## src/rtl/ram_block_copier.sv

```systemverilog
// rtl/ram_block_copier.sv - block copy initiator for a 1W/2R word RAM (option: RAM_BLOCK_COPIER_CHECKSUM_EN)
module ram_block_copier #(
    parameter int ADDR_W = 8,
    parameter int DATA_W = 32,
    parameter int LEN_W  = 9
) (
    input  logic              signal_C,
    input  logic              signal_R,
    input  logic              signal_S,
    input  logic [ADDR_W-1:0] signal_1_1,
    input  logic [ADDR_W-1:0] signal_1_2,
    input  logic [LEN_W-1:0]  signal_L,
    output logic [ADDR_W-1:0] signal_Q,
    input  logic [DATA_W-1:0] signal_V,
    output logic [ADDR_W-1:0] signal_A,
    output logic [DATA_W-1:0] signal_D,
    output logic              signal_E,
    output logic              signal_B,
    output logic              signal_F
`ifdef RAM_BLOCK_COPIER_CHECKSUM_EN
    ,
    output logic [DATA_W-1:0] signal_K
`endif
);

    localparam logic [1:0] IDLE  = 2'd0;
    localparam logic [1:0] COPY  = 2'd1;
    localparam logic [1:0] DRAIN = 2'd2;
    localparam logic [1:0] DONE  = 2'd3;

    logic [1:0]        state;
    logic [ADDR_W-1:0] dst_r;
    logic [LEN_W-1:0]  len_r;
    logic [LEN_W-1:0]  k;
    logic              last_read;
    logic              start_ok;

    // k counts reads; the read of word len-1 ends the COPY phase
    assign last_read = (k == len_r - LEN_W'(1));
    assign start_ok  = (state == IDLE) && signal_S;
    assign signal_B  = (state != IDLE);
    assign signal_F  = (state == DONE);

    // FSM plus read/write pipeline; the read pointer lives directly in signal_Q
    always_ff @(posedge signal_C) begin
        if (signal_R) begin
            state    <= IDLE;
            dst_r    <= '0;
            len_r    <= '0;
            k        <= '0;
            signal_Q <= '0;
            signal_A <= '0;
            signal_D <= '0;
            signal_E <= 1'b0;
        end else begin
            case (state)
                IDLE: begin
                    if (signal_S) begin
                        if (signal_L != '0) begin
                            state    <= COPY;
                            signal_Q <= signal_1_1;
                            dst_r    <= signal_1_2;
                            len_r    <= signal_L;
                            k        <= '0;
                        end else begin
                            state <= DONE;
                        end
                    end
                end
                COPY: begin
                    // word k is captured now and written next cycle, overlapping read k+1
                    signal_D <= signal_V;
                    signal_A <= dst_r + k[ADDR_W-1:0];
                    signal_E <= 1'b1;
                    if (last_read) begin
                        state <= DRAIN;
                    end else begin
                        k        <= k + LEN_W'(1);
                        signal_Q <= signal_Q + ADDR_W'(1);
                    end
                end
                DRAIN: begin
                    signal_E <= 1'b0;
                    state    <= DONE;
                end
                default: begin
                    state <= IDLE;
                end
            endcase
        end
    end

`ifdef RAM_BLOCK_COPIER_CHECKSUM_EN
    logic [DATA_W-1:0] sum;
    assign signal_K = sum;

    // running sum of the words being copied; every captured word is written one cycle later
    always_ff @(posedge signal_C) begin
        if (signal_R) begin
            sum <= '0;
        end else if (start_ok) begin
            sum <= '0;
        end else if (state == COPY) begin
            sum <= sum + signal_V;
        end
    end
`endif

endmodule

```

## config.mk

```make
export PLATFORM = sky130hd
export DESIGN_NAME = ram_block_copier
export DESIGN_NICKNAME = d
export VERILOG_FILES = /design/src/rtl/ram_block_copier.sv
export SDC_FILE = /design/constraint.sdc
export NUM_CORES = 1
export LEC_CHECK = 0
export CORE_MARGIN = 3
export CORE_UTILIZATION = 60
export DETAILED_ROUTE_END_ITERATION = 10
export DONT_BUFFER_PORTS = 1
export HOLD_SLACK_MARGIN = 0.12
export PLACE_DENSITY = 0.8
export REMOVE_ABC_BUFFERS = 1
export SLEW_MARGIN = 10
export SYNTH_ARGS = -nofsm -noshare
export SYNTH_HDL_FRONTEND = slang
export SYNTH_SLANG_ARGS = --single-unit
```

## constraint.sdc

```tcl
create_clock -name signal_C -period 7.4 [get_ports signal_C]
set_input_delay 2.22 -clock signal_C [delete_from_list [all_inputs] [get_ports signal_C]]
set_output_delay 2.22 -clock signal_C [all_outputs]
set_load 0.02 [all_outputs]
```

==> summary.txt, run 1 <==
Critical path
  – Flop-to-flop setup slack: 4.35 ns
  – Worst setup SP type: input port
  – Critical path class: in -> reg
  – Crit. End Element: flop
  – RR Startpoint: len_r[0]
  – Worst path arrival time: 3.91 ns
  – CP Capture Point: signal_Q[7]
  – Critical Path RT: 7.64 ns
  – CP Launch Point: signal_L[4]
  – Max FO, Critical Path: 23
  – Reg2reg end: k[7]
  – Reg2Reg Depth: 9

Route
  – Starting DRT DRC Count: 253
  – Vias: 3134
  – DR DRC count: 0
  – Via density: 6.121
  – Final wirelength: 8517 um
  – WL per Instance: 16.63 um
  – Antenna viol nets, final: 0
  – Pre-antenna DRT Iters: 4

Synth
  – Yosys reg bits: 77
  – Top cell type's share of synthesized area: 0.4025
  – Synth top area cells: dfxtp_1, mux2i_1, a21oi_1
  – Post-Syn Area: 0.003830 mm2
  – Post-synth top cells: dfxtp_1, nor2_1, nand2_1
  – Avg Cell Area, Syn: 8.568 um2
  – Primary FF master, synth: dfxtp_1
  – Sequential fraction of the synthesis area: 0.4025
  – Count leader, synth: dfxtp_1
  – Synth Instances: 447
  – Netlist cell types: 53
  – Number of flops mapped to enable cells by yosys: 0
  – Yosys top cell by area: dfxtp_1
  – Yosys warning total: 0
  – Async S/R FF share, synth: 0

Clock network
  – CTS resizes: 0
  – Worst-skew pair later-pin latency: 0.35 ns
  – CTS buffer count: 9
  – CTS tree: yes
  – Max Buffers Root-to-Sink: 2
  – # clock sinks: 77
  – Post-CTS Hold Buffers: 0
  – Postcts setup bufs: 0
  – # H-tree levels: 3
  – Clock transition at path regs: 0.08 ns
  – Clk root buf: clkbuf_8

STA
  – Tightest Pin Transition: 0.5564 ns
  – Period Utilization, post-route: 0.4961
  – Hold slack: 0.4560 ns
  – Final hold violations: 0
  – Setup TNS: 0 ns
  – Pins Over Slew Limit: 0
  – Minimum clock period: 3.671 ns
  – Final setup fails: 0
  – Final worst setup slack: 3.729 ns
  – RSZ-0062 raised after global routing: false
  – Slew HR: 0.6257
  – Clock skew: 0.01019 ns
  – FMAX: 272.4 MHz

Min path
  – Worst min path class: reg -> reg
  – Hold Path Origin: dst_r[6]

Placed design
  – GPL Wtd Cong: 0.8331
  – DP HPWL: 5955 um
  – Port bufs: 0
  – Cell count after placement: 496
  – Pre-CTS worst setup slack: 3.406 ns

Final layout
  – Filler Cells Inserted: 528
  – Layout area overhead: 5.096%
  – Ant diodes: 0
  – Layout cell share with drive strength beyond 1: 0.07323
  – Number of non-filler instances in the completed layout: 512
  – Nets: 507

Outcome
  – Outcome: complete, no violations

Global route
  – GRT overflow: 0
  – Largest net degree at the start of global routing: 76
  – Global-route wire length before repair: 14100 um
  – Initial antenna violation count: 0
  – All-Layer GR Usage: 0.2365
  – Vias in the first global route: 3118

Floorplan
  – Rows: 28
  – Initial cell density of the core: 0.6319
  – Die Span Y: 85.90 um
  – Core Region: 0.006061 mm2
  – Die Wd: 85.90 um
  – # IOs: 111
  – Die area: 0.007378 mm2

Pwr
  – Pwr Density: 379.1 mW/mm2
  – Leakage: 1.471 nW
  – Peak supply drop: 0.0002164 V

Job
  – Max-cap viol count: 0
[critical path: stages]
cell and delay [ns]:
nor4_1 0.51, a31oi_2 0.18, a21oi_1 0.19, a31o_2 0.40, nor3_1 0.10, o31a_1 0.31
[kinds of logic (layout without fill, tap and decap cells)]
family,Yosys count,count (layout),share of synthesized area
mux,40,40,0.1049
simple gates,167,167,0.2055
flops,77,77,0.4025
fa+ha+maj,15,15,0.05096
buf+inv,42,32,0.04541
xor+xnor,15,15,0.03430
compound gates,91,91,0.1565
[registers in the layout (all words and copies together), names as in the netlist]
name and count:
signal_A 8, dst_r 8, len_r 9, signal_D 32
state 2, k 9, signal_Q 8, signal_E 1
[how the worst min path moves through the flow]
stage               endpoint  slack, ns  depth (start not counted)
finish              dst_r[6]       0.46                          2
detailed placement  dst_r[0]       0.45                          2
CTS                 dst_r[6]       0.46                          2
global route        dst_r[6]       0.49                          2
global placement    dst_r[0]       0.45                          2
floorplan           dst_r[0]       0.43                          2
[per-layer routing]
layer  vias up  share of wire  global-route usage  wire length [um]
met4         0          0.020             0.09640               170
li1       1540              -                   -                 -
met5         -              0                   0                 0
met2       137           0.47              0.3826              4018
met3        13          0.087             0.06628               743
met1      1444           0.42              0.2965              3584
[power by group]
part	internal [W]	switching, W
sequential	0.000502	0.000160
combinational	0.000220	0.000322
clock	0.000159	0.000163
total	0.000881	0.000645
[cells in the final DEF (no fill, tap or decap), types with 3 or more instances in the layout]
master / count
a211oi_1: 5
a21oi_1: 44
clkbuf_8: 9
dfxtp_1: 77
ha_1: 13
inv_1: 14
mux2i_1: 39
nand2_1: 52
nand3_1: 6
nand4_1: 7
nor2_1: 56
nor2b_1: 4
nor3_1: 14
nor4b_1: 3
o21ai_0: 16
o31ai_1: 3
or2_2: 3
or3_1: 8
or4_1: 3
xnor2_1: 9
xor2_1: 6
[area by class of cell]
type | instances | area (um2) | area share
clock inverter | 6 | 71.32 | 0.01772
sequential | 77 | 1541 | 0.3830
timing repair buffer | 2 | 15.01 | 0.003730
tap | 75 | 93.84 | 0.02331
multi-input combinational | 328 | 2123 | 0.5275
clock buffer | 10 | 127.6 | 0.03171
inverter | 14 | 52.55 | 0.01306
[stage by stage]
stage          power [W]  cell area, um2    util
6_report        0.001526            4025  0.6641
3_3_place_gp    0.001188            3826  0.6313
2_1_floorplan   0.001095            3709       -
4_1_cts         0.001533            4025  0.6641
5_1_grt         0.001625            4025  0.6641
3_5_place_dp    0.001208            3826  0.6313
Note: power is estimated with default switching activity, not from simulation.
==> inputs of run 2 (changes only) <==
clock period = 3.7 ns   (was 7.4 ns; I/O delays follow)
==> run 2 against run 1 <==
  * Sequential power up 100%
  * Design area down 1.0%
  * Highest routed layer unchanged
  * Sequential cell count unchanged
  * Largest cell class unchanged
  * Via count down 2.3%
  * Register-to-register slack worse by 3.6 ns
  * Non-clock buffer count unchanged
  * Sequential share of layout area up 0.40 points
  * Total power up 92%
  * Clock-buffer cell count up 1
  * Routed wire length down 5.0%
==> summary.txt, run 2 (same netlist as run 1, synthesis figures left out) <==
Floorplan
  – Die Span Y: 85.90 um (unchanged)
  – Initial cell density of the core: 0.6319 (unchanged)
  – Rows: 28 (unchanged)
  – Die Wd: 85.90 um (unchanged)
  – Core Region: 0.006061 mm2 (unchanged)
  – Die area: 0.007378 mm2 (unchanged)
  – # IOs: 111 (unchanged)

Route
  – WL per Instance: 15.83 um (-4.8%)
  – Starting DRT DRC Count: 149 (-41%)
  – Final wirelength: 8089 um (-5.0%)
  – Vias: 3062 (-2.3%)
  – Via density: 5.992 (-2.1%)
  – Pre-antenna DRT Iters: 4 (unchanged)
  – Antenna viol nets, final: 0 (unchanged)
  – DR DRC count: 0 (unchanged)

STA
  – Tightest Pin Transition: 0.5589 ns (+0.002515 ns)
  – Setup TNS: 0 ns (unchanged)
  – RSZ-0062 raised after global routing: false
  – Final setup fails: 0 (unchanged)
  – Final hold violations: 0 (unchanged)
  – FMAX: 342.4 MHz
  – Pins Over Slew Limit: 0 (unchanged)
  – Minimum clock period: 2.921 ns
  – Period Utilization, post-route: 0.7893
  – Clock skew: 0.009474 ns (-0.0007211 ns)
  – Slew HR: 0.6240 (-0.001692)

Pwr
  – Peak supply drop: 0.0004517 V (+110%)
  – Net Switching: 0.001244 W (+93%)
  – Gate power share: 0.365 (+0.009)
  – Pwr Density: 734.4 mW/mm2 (+94%)
  – Leakage: 1.457 nW (-0.97%)
  – Share of total power in the clock network: 0.183 (-0.028)
  – P_int: 0.001682 W (+91%)
  – Reg power frac: 0.451 (+0.018)
  – Power after layout: 0.002926 W (+92%)
  – Switching Share: 0.4252 (+0.002632)

Clock network
  – # H-tree levels: 3 (unchanged)
  – CTS resizes: 0 (unchanged)
  – # clock sinks: 77 (unchanged)
  – Max Buffers Root-to-Sink: 2 (unchanged)
  – Clk root buf: clkbuf_8
  – CTS tree: yes
  – Clock transition at path regs: 0.07 ns (about the same)
  – CTS buffer count: 9 (unchanged)
  – Postcts setup bufs: 0 (unchanged)
  – Post-CTS Hold Buffers: 0 (unchanged)
  – Worst-skew pair later-pin latency: 0.35 ns (about the same)

Final layout
  – Commonest non-fill, non-tap cells in the layout: dfxtp_1, nor2_1, nand2_1
  – Commonest non-fill, non-tap cell in the layout: dfxtp_1
  – Top flop regs: signal_D (32), k (9), len_r (9)
  – Layout area overhead: 4.018%
  – Max reg flops: 32 (unchanged)
  – Layout cell share with drive strength beyond 1: 0.06881 (-0.004419)
  – Ant diodes: 0 (unchanged)
  – Top reg by flops: signal_D
  – Nets: 507 (unchanged)

Global route
  – Met1 usage: 0.2709 (-0.02558)
  – GR Util met2: 0.3609 (-0.02172)
  – Global route hottest layer: met2
  – Grt met3 use: 0.07205 (+0.005764)
  – Initial antenna violation count: 0 (unchanged)
  – GRT overflow: 0 (unchanged)
  – Vias in the first global route: 2913 (-6.6%)
  – Global-route wire length before repair: 13290 um (-5.7%)
  – All-Layer GR Usage: 0.2235 (-0.01297)
  – Largest net degree at the start of global routing: 76 (unchanged)

Min path
  – Worst min path class: reg -> reg

Job
  – Max-cap viol count: 0 (unchanged)

Critical path
  – Worst setup SP type: flop
  – Max FO, Critical Path: 23 (unchanged)
  – Worst path arrival time: 3.20 ns (-0.71 ns)
  – Critical path class: reg -> reg
  – Crit. End Element: flop
  – Critical Path RT: 3.98 ns (-3.66 ns)

Placed design
  – DP HPWL: 5706 um (-4.2%)
  – GPL Wtd Cong: 0.8581 (+3.0%)
  – Port bufs: 0 (unchanged)

Outcome
  – Outcome: complete, no violations
[run 2: cell types whose count changed in the layout (fill, tap and decap cells not counted), sizes merged]
cell / delta
clkinv: +2
clkbuf: +1
clkinvlp: -1
inv: -2
bufinv: -1
[run 2: cell type report]
class,count,area [um2]
Multi-Input combinational cell,328,2123
Sequential cell,77,1541
Clock buffer,11,131.4
Tap cell,75,93.84
Fill cell,537,2077
Inverter,14,52.55
Clock inverter,4,26.28
Timing Repair Buffer,2,15.01
[run 2: final timing paths]
check | start | endpoint | slack, ns | cells past startpoint
max | len_r[0] | k[7] | 0.78 | 9
min | dst_r[6] | dst_r[6] | 0.46 | 2
min reg2reg | dst_r[6] | dst_r[6] | 0.46 | 2
max reg2reg | len_r[0] | k[7] | 0.78 | 9
[run 2: critical path, stage by stage, from the launching register on]
cell and delay [ns]:
dfxtp_1 0.38, inv_1 0.09, ha_1 0.24, nor3b_2 0.42
a211oi_1 0.15, o32ai_2 0.33, a2111oi_4 0.14, a31o_2 0.41
or4_1 0.54, a21oi_1 0.14
[run 2: power groups by stage]
stage / logic [W] / clock network, W / registers (W)
after floorplan: 0.000897 / 0 / 0.00129
after global placement: 0.00105 / 0 / 0.00133
after detailed placement: 0.00107 / 0 / 0.00134
after CTS: 0.00108 / 0.000550 / 0.00132
after global routing: 0.00120 / 0.000582 / 0.00135
final: 0.00107 / 0.000536 / 0.00132
[run 2: through the flow]
stage / hold slack [ns] / cell area, um2 / setup WS, ns / util / instances
3_5_place_dp: 0.4508 / 3826 / 0.7996 / 0.6313 / 496
6_report: 0.4599 / 3984 / 0.7795 / 0.6573 / 511
5_1_grt: 0.4779 / 3984 / 0.5963 / 0.6573 / 511
4_1_cts: 0.4613 / 3984 / 0.7872 / 0.6573 / 511
2_1_floorplan: 0.4346 / 3709 / 0.3788 / - / 419
3_3_place_gp: 0.4427 / 3826 / 0.8766 / 0.6313 / 496
[run 2: per-layer routing]
| metal | vias up | part of all wire | wire length, um |
|---|---|---|---|
| met5 | - | 0 | 0 |
| met4 | 0 | 0.013 | 102 |
| met3 | 10 | 0.090 | 728 |
| met2 | 104 | 0.47 | 3827 |
| met1 | 1412 | 0.42 | 3431 |
| li1 | 1536 | - | - |
